[src/rtl/qpu_exu_alu_dpath_arb_if.sv]
// rtl/qpu_exu_alu_dpath_arb_if.sv - request/response and datapath bundle for the ALU datapath arbiter
interface qpu_exu_alu_dpath_arb_if #(
  parameter int XLEN = 32
);
  logic            r0_req_valid;
  logic            r0_req_ready;
  logic [3:0]      r0_req_op;
  logic [XLEN-1:0] r0_req_op1;
  logic [XLEN-1:0] r0_req_op2;
  logic            r0_rsp_valid;
  logic            r0_rsp_ready;

  logic            r1_req_valid;
  logic            r1_req_ready;
  logic [3:0]      r1_req_op;
  logic [XLEN-1:0] r1_req_op1;
  logic [XLEN-1:0] r1_req_op2;
  logic            r1_rsp_valid;
  logic            r1_rsp_ready;

  logic [XLEN-1:0] rsp_res;
  logic            dp_add;
  logic            dp_xor;
  logic            dp_or;
  logic            dp_and;
  logic [XLEN-1:0] dp_op1;
  logic [XLEN-1:0] dp_op2;
  logic [XLEN-1:0] dp_res;
  logic            err_multi_op;

  modport slave (
    input  r0_req_valid, r0_req_op, r0_req_op1, r0_req_op2, r0_rsp_ready,
    input  r1_req_valid, r1_req_op, r1_req_op1, r1_req_op2, r1_rsp_ready,
    input  dp_res,
    output r0_req_ready, r0_rsp_valid, r1_req_ready, r1_rsp_valid,
    output rsp_res, dp_add, dp_xor, dp_or, dp_and, dp_op1, dp_op2,
    output err_multi_op
  );

  modport master (
    output r0_req_valid, r0_req_op, r0_req_op1, r0_req_op2, r0_rsp_ready,
    output r1_req_valid, r1_req_op, r1_req_op1, r1_req_op2, r1_rsp_ready,
    output dp_res,
    input  r0_req_ready, r0_rsp_valid, r1_req_ready, r1_rsp_valid,
    input  rsp_res, dp_add, dp_xor, dp_or, dp_and, dp_op1, dp_op2,
    input  err_multi_op
  );
endinterface

[src/rtl/qpu_exu_alu_dpath_arb.sv]
// rtl/qpu_exu_alu_dpath_arb.sv - round-robin arbiter and one-entry result buffer for the shared ALU datapath
module qpu_exu_alu_dpath_arb #(
  parameter int XLEN    = 32,
  parameter bit RR_INIT = 1'b0
) (
  input logic                     clk,
  input logic                     rst,
  qpu_exu_alu_dpath_arb_if.slave  bus
);

  typedef enum logic {IDLE, HOLD} state_e;

  state_e          state_q, state_d;
  logic            owner_q, owner_d;
  logic            rr_q, rr_d;
  logic            err_q, err_d;
  logic [XLEN-1:0] res_q, res_d;

  logic            any_valid;
  logic            winner;
  logic            rsp_fire;
  logic            can_accept;
  logic            accept;
  logic [3:0]      win_op;
  logic [3:0]      dp_sel;
  logic [XLEN-1:0] win_op1;
  logic [XLEN-1:0] win_op2;

  always_ff @(posedge clk) begin
    if (rst) begin
      state_q <= IDLE;
      owner_q <= 1'b0;
      rr_q    <= RR_INIT;
      err_q   <= 1'b0;
      res_q   <= '0;
    end else begin
      state_q <= state_d;
      owner_q <= owner_d;
      rr_q    <= rr_d;
      err_q   <= err_d;
      res_q   <= res_d;
    end
  end

  always_comb begin
    any_valid = bus.r0_req_valid | bus.r1_req_valid;
    winner    = (bus.r0_req_valid && bus.r1_req_valid) ? rr_q : bus.r1_req_valid;
    win_op    = winner ? bus.r1_req_op  : bus.r0_req_op;
    win_op1   = winner ? bus.r1_req_op1 : bus.r0_req_op1;
    win_op2   = winner ? bus.r1_req_op2 : bus.r0_req_op2;

    // add > xor > or > and; an empty op word executes as add
    dp_sel = 4'b0000;
    if (any_valid) begin
      if (win_op[0] || win_op == 4'b0000) dp_sel = 4'b0001;
      else if (win_op[1])                 dp_sel = 4'b0010;
      else if (win_op[2])                 dp_sel = 4'b0100;
      else                                dp_sel = 4'b1000;
    end

    rsp_fire   = (state_q == HOLD) && (owner_q ? bus.r1_rsp_ready : bus.r0_rsp_ready);
    can_accept = !rst && ((state_q == IDLE) || rsp_fire);
    accept     = can_accept && any_valid;

    state_d = state_q;
    owner_d = owner_q;
    rr_d    = rr_q;
    err_d   = err_q;
    res_d   = res_q;
    if (accept) begin
      state_d = HOLD;
      owner_d = winner;
      rr_d    = ~winner;
      res_d   = bus.dp_res;
      err_d   = err_q | ((win_op & (win_op - 4'd1)) != 4'd0);
    end else if (rsp_fire) begin
      state_d = IDLE;
    end
  end

  assign bus.r0_req_ready = accept && !winner;
  assign bus.r1_req_ready = accept &&  winner;
  assign bus.r0_rsp_valid = !rst && (state_q == HOLD) && !owner_q;
  assign bus.r1_rsp_valid = !rst && (state_q == HOLD) &&  owner_q;
  assign bus.rsp_res      = res_q;
  assign bus.err_multi_op = err_q;
  assign bus.dp_add       = dp_sel[0];
  assign bus.dp_xor       = dp_sel[1];
  assign bus.dp_or        = dp_sel[2];
  assign bus.dp_and       = dp_sel[3];
  assign bus.dp_op1       = any_valid ? win_op1 : '0;
  assign bus.dp_op2       = any_valid ? win_op2 : '0;

endmodule

[src/flat_wrapper.sv]
// flat-port wrapper written by rule: the top's interface ports become plain ports
module qpu_exu_alu_dpath_arb_flat 
#(
  parameter int XLEN    = 32,
  parameter bit RR_INIT = 1'b0
)
  (clk, rst, bus_r0_req_valid, bus_r0_req_op, bus_r0_req_op1, bus_r0_req_op2, bus_r0_rsp_ready, bus_r1_req_valid, bus_r1_req_op, bus_r1_req_op1, bus_r1_req_op2, bus_r1_rsp_ready, bus_dp_res, bus_r0_req_ready, bus_r0_rsp_valid, bus_r1_req_ready, bus_r1_rsp_valid, bus_rsp_res, bus_dp_add, bus_dp_xor, bus_dp_or, bus_dp_and, bus_dp_op1, bus_dp_op2, bus_err_multi_op);
  qpu_exu_alu_dpath_arb_if #(.XLEN(XLEN)) bus_i ();
  input logic clk;
  input logic rst;
  input wire logic [$bits(bus_i.r0_req_valid)-1:0] bus_r0_req_valid;
  input wire logic [$bits(bus_i.r0_req_op)-1:0] bus_r0_req_op;
  input wire logic [$bits(bus_i.r0_req_op1)-1:0] bus_r0_req_op1;
  input wire logic [$bits(bus_i.r0_req_op2)-1:0] bus_r0_req_op2;
  input wire logic [$bits(bus_i.r0_rsp_ready)-1:0] bus_r0_rsp_ready;
  input wire logic [$bits(bus_i.r1_req_valid)-1:0] bus_r1_req_valid;
  input wire logic [$bits(bus_i.r1_req_op)-1:0] bus_r1_req_op;
  input wire logic [$bits(bus_i.r1_req_op1)-1:0] bus_r1_req_op1;
  input wire logic [$bits(bus_i.r1_req_op2)-1:0] bus_r1_req_op2;
  input wire logic [$bits(bus_i.r1_rsp_ready)-1:0] bus_r1_rsp_ready;
  input wire logic [$bits(bus_i.dp_res)-1:0] bus_dp_res;
  output wire logic [$bits(bus_i.r0_req_ready)-1:0] bus_r0_req_ready;
  output wire logic [$bits(bus_i.r0_rsp_valid)-1:0] bus_r0_rsp_valid;
  output wire logic [$bits(bus_i.r1_req_ready)-1:0] bus_r1_req_ready;
  output wire logic [$bits(bus_i.r1_rsp_valid)-1:0] bus_r1_rsp_valid;
  output wire logic [$bits(bus_i.rsp_res)-1:0] bus_rsp_res;
  output wire logic [$bits(bus_i.dp_add)-1:0] bus_dp_add;
  output wire logic [$bits(bus_i.dp_xor)-1:0] bus_dp_xor;
  output wire logic [$bits(bus_i.dp_or)-1:0] bus_dp_or;
  output wire logic [$bits(bus_i.dp_and)-1:0] bus_dp_and;
  output wire logic [$bits(bus_i.dp_op1)-1:0] bus_dp_op1;
  output wire logic [$bits(bus_i.dp_op2)-1:0] bus_dp_op2;
  output wire logic [$bits(bus_i.err_multi_op)-1:0] bus_err_multi_op;
  assign bus_i.r0_req_valid = bus_r0_req_valid;
  assign bus_i.r0_req_op = bus_r0_req_op;
  assign bus_i.r0_req_op1 = bus_r0_req_op1;
  assign bus_i.r0_req_op2 = bus_r0_req_op2;
  assign bus_i.r0_rsp_ready = bus_r0_rsp_ready;
  assign bus_i.r1_req_valid = bus_r1_req_valid;
  assign bus_i.r1_req_op = bus_r1_req_op;
  assign bus_i.r1_req_op1 = bus_r1_req_op1;
  assign bus_i.r1_req_op2 = bus_r1_req_op2;
  assign bus_i.r1_rsp_ready = bus_r1_rsp_ready;
  assign bus_i.dp_res = bus_dp_res;
  assign bus_r0_req_ready = bus_i.r0_req_ready;
  assign bus_r0_rsp_valid = bus_i.r0_rsp_valid;
  assign bus_r1_req_ready = bus_i.r1_req_ready;
  assign bus_r1_rsp_valid = bus_i.r1_rsp_valid;
  assign bus_rsp_res = bus_i.rsp_res;
  assign bus_dp_add = bus_i.dp_add;
  assign bus_dp_xor = bus_i.dp_xor;
  assign bus_dp_or = bus_i.dp_or;
  assign bus_dp_and = bus_i.dp_and;
  assign bus_dp_op1 = bus_i.dp_op1;
  assign bus_dp_op2 = bus_i.dp_op2;
  assign bus_err_multi_op = bus_i.err_multi_op;
  qpu_exu_alu_dpath_arb #(.XLEN(XLEN), .RR_INIT(RR_INIT)) u_core (.clk(clk), .rst(rst), .bus(bus_i));
endmodule
[config.mk]
export PLATFORM = sky130hd
export DESIGN_NAME = qpu_exu_alu_dpath_arb_flat
export DESIGN_NICKNAME = d
export VERILOG_FILES = /design/src/rtl/qpu_exu_alu_dpath_arb_if.sv /design/src/rtl/qpu_exu_alu_dpath_arb.sv /design/src/flat_wrapper.sv
export SDC_FILE = /design/constraint.sdc
export NUM_CORES = 1
export LEC_CHECK = 0
export CAP_MARGIN = 25
export CELL_PAD_IN_SITES_DETAIL_PLACEMENT = 1
export CELL_PAD_IN_SITES_GLOBAL_PLACEMENT = 1
export CORE_ASPECT_RATIO = 0.7
export CORE_MARGIN = 1.5
export CORE_UTILIZATION = 15
export CTS_BUF_LIST = sky130_fd_sc_hd__clkbuf_8
export DETAILED_ROUTE_END_ITERATION = 10
export PLACE_DENSITY = 0.8
export SLEW_MARGIN = 20
export SYNTH_ARGS = -nofsm -noshare
export SYNTH_HDL_FRONTEND = slang
export SYNTH_SLANG_ARGS = --single-unit
export TNS_END_PERCENT = 20
[constraint.sdc]
create_clock -name clk -period 1.92 [get_ports clk]
set_clock_uncertainty 0.2 [all_clocks]
set_input_delay 0.48 -clock clk [delete_from_list [all_inputs] [get_ports clk]]
set_output_delay 0.48 -clock clk [all_outputs]
set_load 0.01 [all_outputs]
After elaboration in Yosys (flattened, before gate mapping)
Cells that the tools add are included.
{"block": "word_totals", "romBits": 0, "elab_cells": 41, "out_inout_bits": 105, "inputBits": 174, "latchBits": 0, "mem_bits_rw": 0, "n_memories": 0, "reg_bits": 36}
{"block": "classes", "n_lt_le_gt_ge": 0, "muxes": 13, "div": 0, "shifts": 0, "n_mul": 0, "n_eq_ne": 0, "reduce_logical": 17, "bitwise": 5, "addsub": 1}
{"op": "two-way mux 32 bit", "n": 4}
{"op": "two-way mux 4 bit", "n": 5}
{"op": "logical AND 1 bit", "n": 9}
{"op": "bitwise AND 4 bit", "n": 1}
{"op": "zero test 4 bit", "n": 1}
{"op": "two-way mux 1 bit", "n": 4}
{"op": "nonzero test 4 bit", "n": 1}
{"op": "subtractor 4 x 1 -> 4 bit (second input constant)", "n": 1}
{"op": "zero test 1 bit", "n": 3}
{"op": "logical OR 1 bit", "n": 2}
{"op": "inverter 1 bit", "n": 2}
{"op": "OR 1 bit", "n": 2}
{"op": "nonzero test 2 bit", "n": 1}

Depth between registers and ports, before layout
{"block": "depth", "depth_word": 7, "ltp_mapped": 7, "mapped_depth_nobuf": 4}

Worst setup path before layout
No wires, ideal clock.
{"block": "synth_timing", "kind": "input-to-output", "from": "in bus_r0_req_valid", "to": "out bus_dp_and", "arrival_ns": 1.494, "t_required_ns": 1.240, "slack_ns": -0.254, "cell_stages": 4, "path_buffers": 0, "path_cell_list": "inv_1 -> o21ai_1 -> mux2_2 -> a211oi_1"}
{"block": "synth_via", "elab_chain_cells": 7, "word_cells_on_any_way": 10, "cone_classes": "mux (6); bitwise (1); reduce/logical (3)"}
{"element": "start, declared", "line": "flat_wrapper.sv:11", "rtl": "input wire logic [$bits(bus_i.r0_req_valid)-1:0] bus_r0_req_valid;"}
{"element": "logical AND 1 bit", "line": "qpu_exu_alu_dpath_arb.sv:47", "rtl": "winner = (bus.r0_req_valid && bus.r1_req_valid) ? rr_q : bus.r1_req_valid;"}
{"element": "two-way mux 1 bit", "line": "qpu_exu_alu_dpath_arb.sv:47"}
{"element": "two-way mux 4 bit", "line": "qpu_exu_alu_dpath_arb.sv:48", "rtl": "win_op = winner ? bus.r1_req_op : bus.r0_req_op;"}
{"element": "two-way mux 4 bit / zero test 4 bit (equally long branches)", "line": "qpu_exu_alu_dpath_arb.sv:57, qpu_exu_alu_dpath_arb.sv:55"}
{"element": "two-way mux 4 bit / logical OR 1 bit (equally long branches)", "line": "qpu_exu_alu_dpath_arb.sv:56, qpu_exu_alu_dpath_arb.sv:55"}
{"element": "two-way mux 4 bit", "line": "qpu_exu_alu_dpath_arb.sv:55", "rtl": "if (win_op[0] || win_op == 4'b0000) dp_sel = 4'b0001;"}
{"element": "two-way mux 4 bit (*)", "line": "qpu_exu_alu_dpath_arb.sv:54", "rtl": "if (any_valid) begin"}
{"element": "end, declared", "line": "flat_wrapper.sv:30", "rtl": "output wire logic [$bits(bus_i.dp_and)-1:0] bus_dp_and;"}
Every way passes the cells marked *; elsewhere a longest branch is shown, timed or not.

Worst setup path in the final report
Ends and elaborated chain as after synthesis.

==> results.txt <==
Status -> finished with violations
Violated checks -> negative setup slack
Post-route total power -> 2.70 mW
CP endpoint kind -> output port
Worst EP arrival -> 1.56 ns
Synth area leaders -> dfxtp_1, nand2_1, nand3_1
Starting density of the core -> 15.5%
Fraction of layout instances using a drive strength above 1 -> 19.6%
Area occupied by multi-input gates -> 0.00162 mm²
CP Max Fanout -> 4
PortBufs -> 278
Mean Syn Cell Area -> 6.09 µm²
WP data required -> 1.24 ns
Sequential area share after synthesis -> 29.8%
Iteration-0 DRC Markers -> 165
H-tree levels -> 2
Routability Congestion -> 0.732
Cts hold-fix bufs -> 0
Synthesis warning total -> 0
Post-synth top flop -> dfxtp_1
Vias post-DR -> 3708
Slew Viols, Final -> 0
TritonCTS clock tree -> done
Hpwl dp -> 10000 µm
Worst slew margin -> 80.5%
Fill cells -> 1932
Register area -> 724 µm²
Ys async rst share -> 0%
Row cnt -> 38
HP Start -> u_core.bus.rsp_res[18]
Ports -> 279
NumNets Final -> 857
Drt drc -> 0
Critical setup path kind -> in -> out
Post-synth EDFFs -> 0
Fin crit share -> 117%
DRT Wirelength -> 12800 µm
ANT cells -> 0
Clock-pin slew on the worst setup and hold paths -> 0.07 ns
Fin. Hold Viols -> 0
RR Startpoint -> u_core.owner_q
Worst-Skew Late Latency -> 0.29 ns
Number of antenna violations at the first check in global routing -> 0
Max Root-Sink Buffers -> 2
Synth Instances -> 397
Root buffer cell -> clkbuf_8
Die footprint -> 0.0169 mm²
Type of origin of the critical path -> input pin
DRT Pass-1 Iters -> 4
Largest net degree at the start of global routing -> 66
Total clock sinks -> 36
Gr ovfl total -> 0
Core Region -> 0.0156 mm²
Via density -> 4.19
Setup WS pre-CTS -> -1.17 ns
Dominant cell type by area after synthesis -> dfxtp_1
P per Cell Area -> 483 mW/mm²
Syn nets -> 571
Num CTS Buffers -> 5
Cell variety after synth -> 29
Final WS setup -> -0.324 ns
Final ANT Viol Nets -> 0
Worst hold path type -> reg -> reg
Max-Cap Viols -> 0
Endpoints failing setup -> 70
Vias in the first global route -> 3744
Area delta synth->final -> 131%
LEAKAGE -> 2.61 nW
Final Hold Slack -> 0.271 ns
Final min period -> 2.24 ns
Die height -> 109 µm
Max IR drop VDD -> 176 µV
Wire per inst -> 14.5 µm
RSZ-0062 raised after global routing -> yes
Crit. Startpoint -> bus_r0_req_valid
Cell Area, Synth -> 0.00242 mm²
First-pass GRT wire length -> 18700 µm
Die Wd -> 155 µm
Top-area cell type share of the netlist area -> 29.8%
Gr usage total -> 13.8%
Flops & latches, synth -> 36
Highest clock rate -> 446 MHz
Actual slew at the worst max-slew pin -> 0.293 ns
synthesized netlist by cell type (3+ instances only):
cell,instances
o21ai_1,4
nand2_1,161
nor3_1,8
o21ai_0,30
clkbuf_1,22
inv_1,3
nand3_1,64
nand2b_1,32
dfxtp_1,36
buf_2,8
power breakdown:
group / switching, mW / internal [mW] / leakage, nW / total, mW
Sequential: 0.0399 / 0.818 / 0.300 / 0.858
Combinational: 0.524 / 0.732 / 2.27 / 1.26
Clock: 0.294 / 0.291 / 0.0434 / 0.585
registers in the layout (all words and copies together) (netlist names):
register,flops
u_core.bus.err_multi_op,1
u_core.bus.rsp_res,32
u_core.owner_q,1
u_core.rr_q,1
u_core.state_q,1
placed cells by master (no fill, tap or decap), types with 3 or more instances in the layout:
master,instances
buf_2,65
clkbuf_8,6
nand3_1,63
dlymetal6s2s_1,6
nor3_1,5
dfxtp_1,35
dlygate4sd2_1,9
clkdlybuf4s50_1,188
nand2b_1,32
buf_6,15
nand2_1,161
buf_4,18
o21ai_0,30
buf_12,5
o21ai_1,3
metal layers:
metal  up-vias  routed length [µm]  track usage (%)  share of wire, %
met4         0                  57             1.85              0.44
met1      1679                5460             16.7                43
met2       159                6300             24.8                49
met3         7                 989             4.37               7.7
met5         -                   0                0                 0
li1       1863                   -                -                 -
worst max-delay path, cell delays in order:
cell,delay (ns)
buf_2,0.10
inv_2,0.06
o21ai_4,0.23
mux2_4,0.36
a211oi_2,0.16
buf_2,0.17
worst paths after layout:
kind                            slack (ns)                endpoint  depth (start not counted)
worst max-delay path                 -0.32              bus_dp_and                          6
worst min-delay path                  0.27  u_core.bus.rsp_res[18]                          2
worst max register to register        0.12          u_core.owner_q                          6
worst min register to register        0.27  u_core.bus.rsp_res[18]                          2
per-stage QoR:
stage	util, %	std cells	instance area (µm²)	setup TNS [ns]
after floorplan	-	397	2480	-0.335
after global placement	35.8	870	5610	-100.56
after detailed placement	35.8	870	5610	-102.08
after CTS	35.1	882	5490	-18.89
after global routing	35.7	884	5590	-23.60
final	35.7	884	5590	-17.26
logic make-up (layout without fill, tap and decap cells):
group / after synthesis / in the layout / synth area share [%]
flip-flops: 36 / 36 / 29.8
multiplexers: 4 / 4 / 1.76
AND/OR/NAND/NOR: 277 / 277 / 51.4
AO/OA/AOI/OAI: 42 / 42 / 9.47
adder cells (fa/ha/maj): 2 / 2 / 0.828
buffers and inverters: 36 / 323 / 6.78
final cells by class:
class / instances / area share (%)
Inverter: 3 / 0.202
Multi-Input combinational cell: 325 / 29.0
Timing Repair Buffer: 312 / 51.6
Tap cell: 200 / 4.48
Clock buffer: 6 / 1.48
Sequential cell: 36 / 13.0
Clock inverter: 2 / 0.269
what timing repair did:
action / in CTS / in global routing
buffers inserted: 3 / 0
gates resized for setup: 329 / 15
pin swaps: 45 / 7
setup endpoints to repair: 106 / 79
cloned: 1 / 2
hold endpoints to repair: 0 / 0
(Power assumes the default switching activity.)
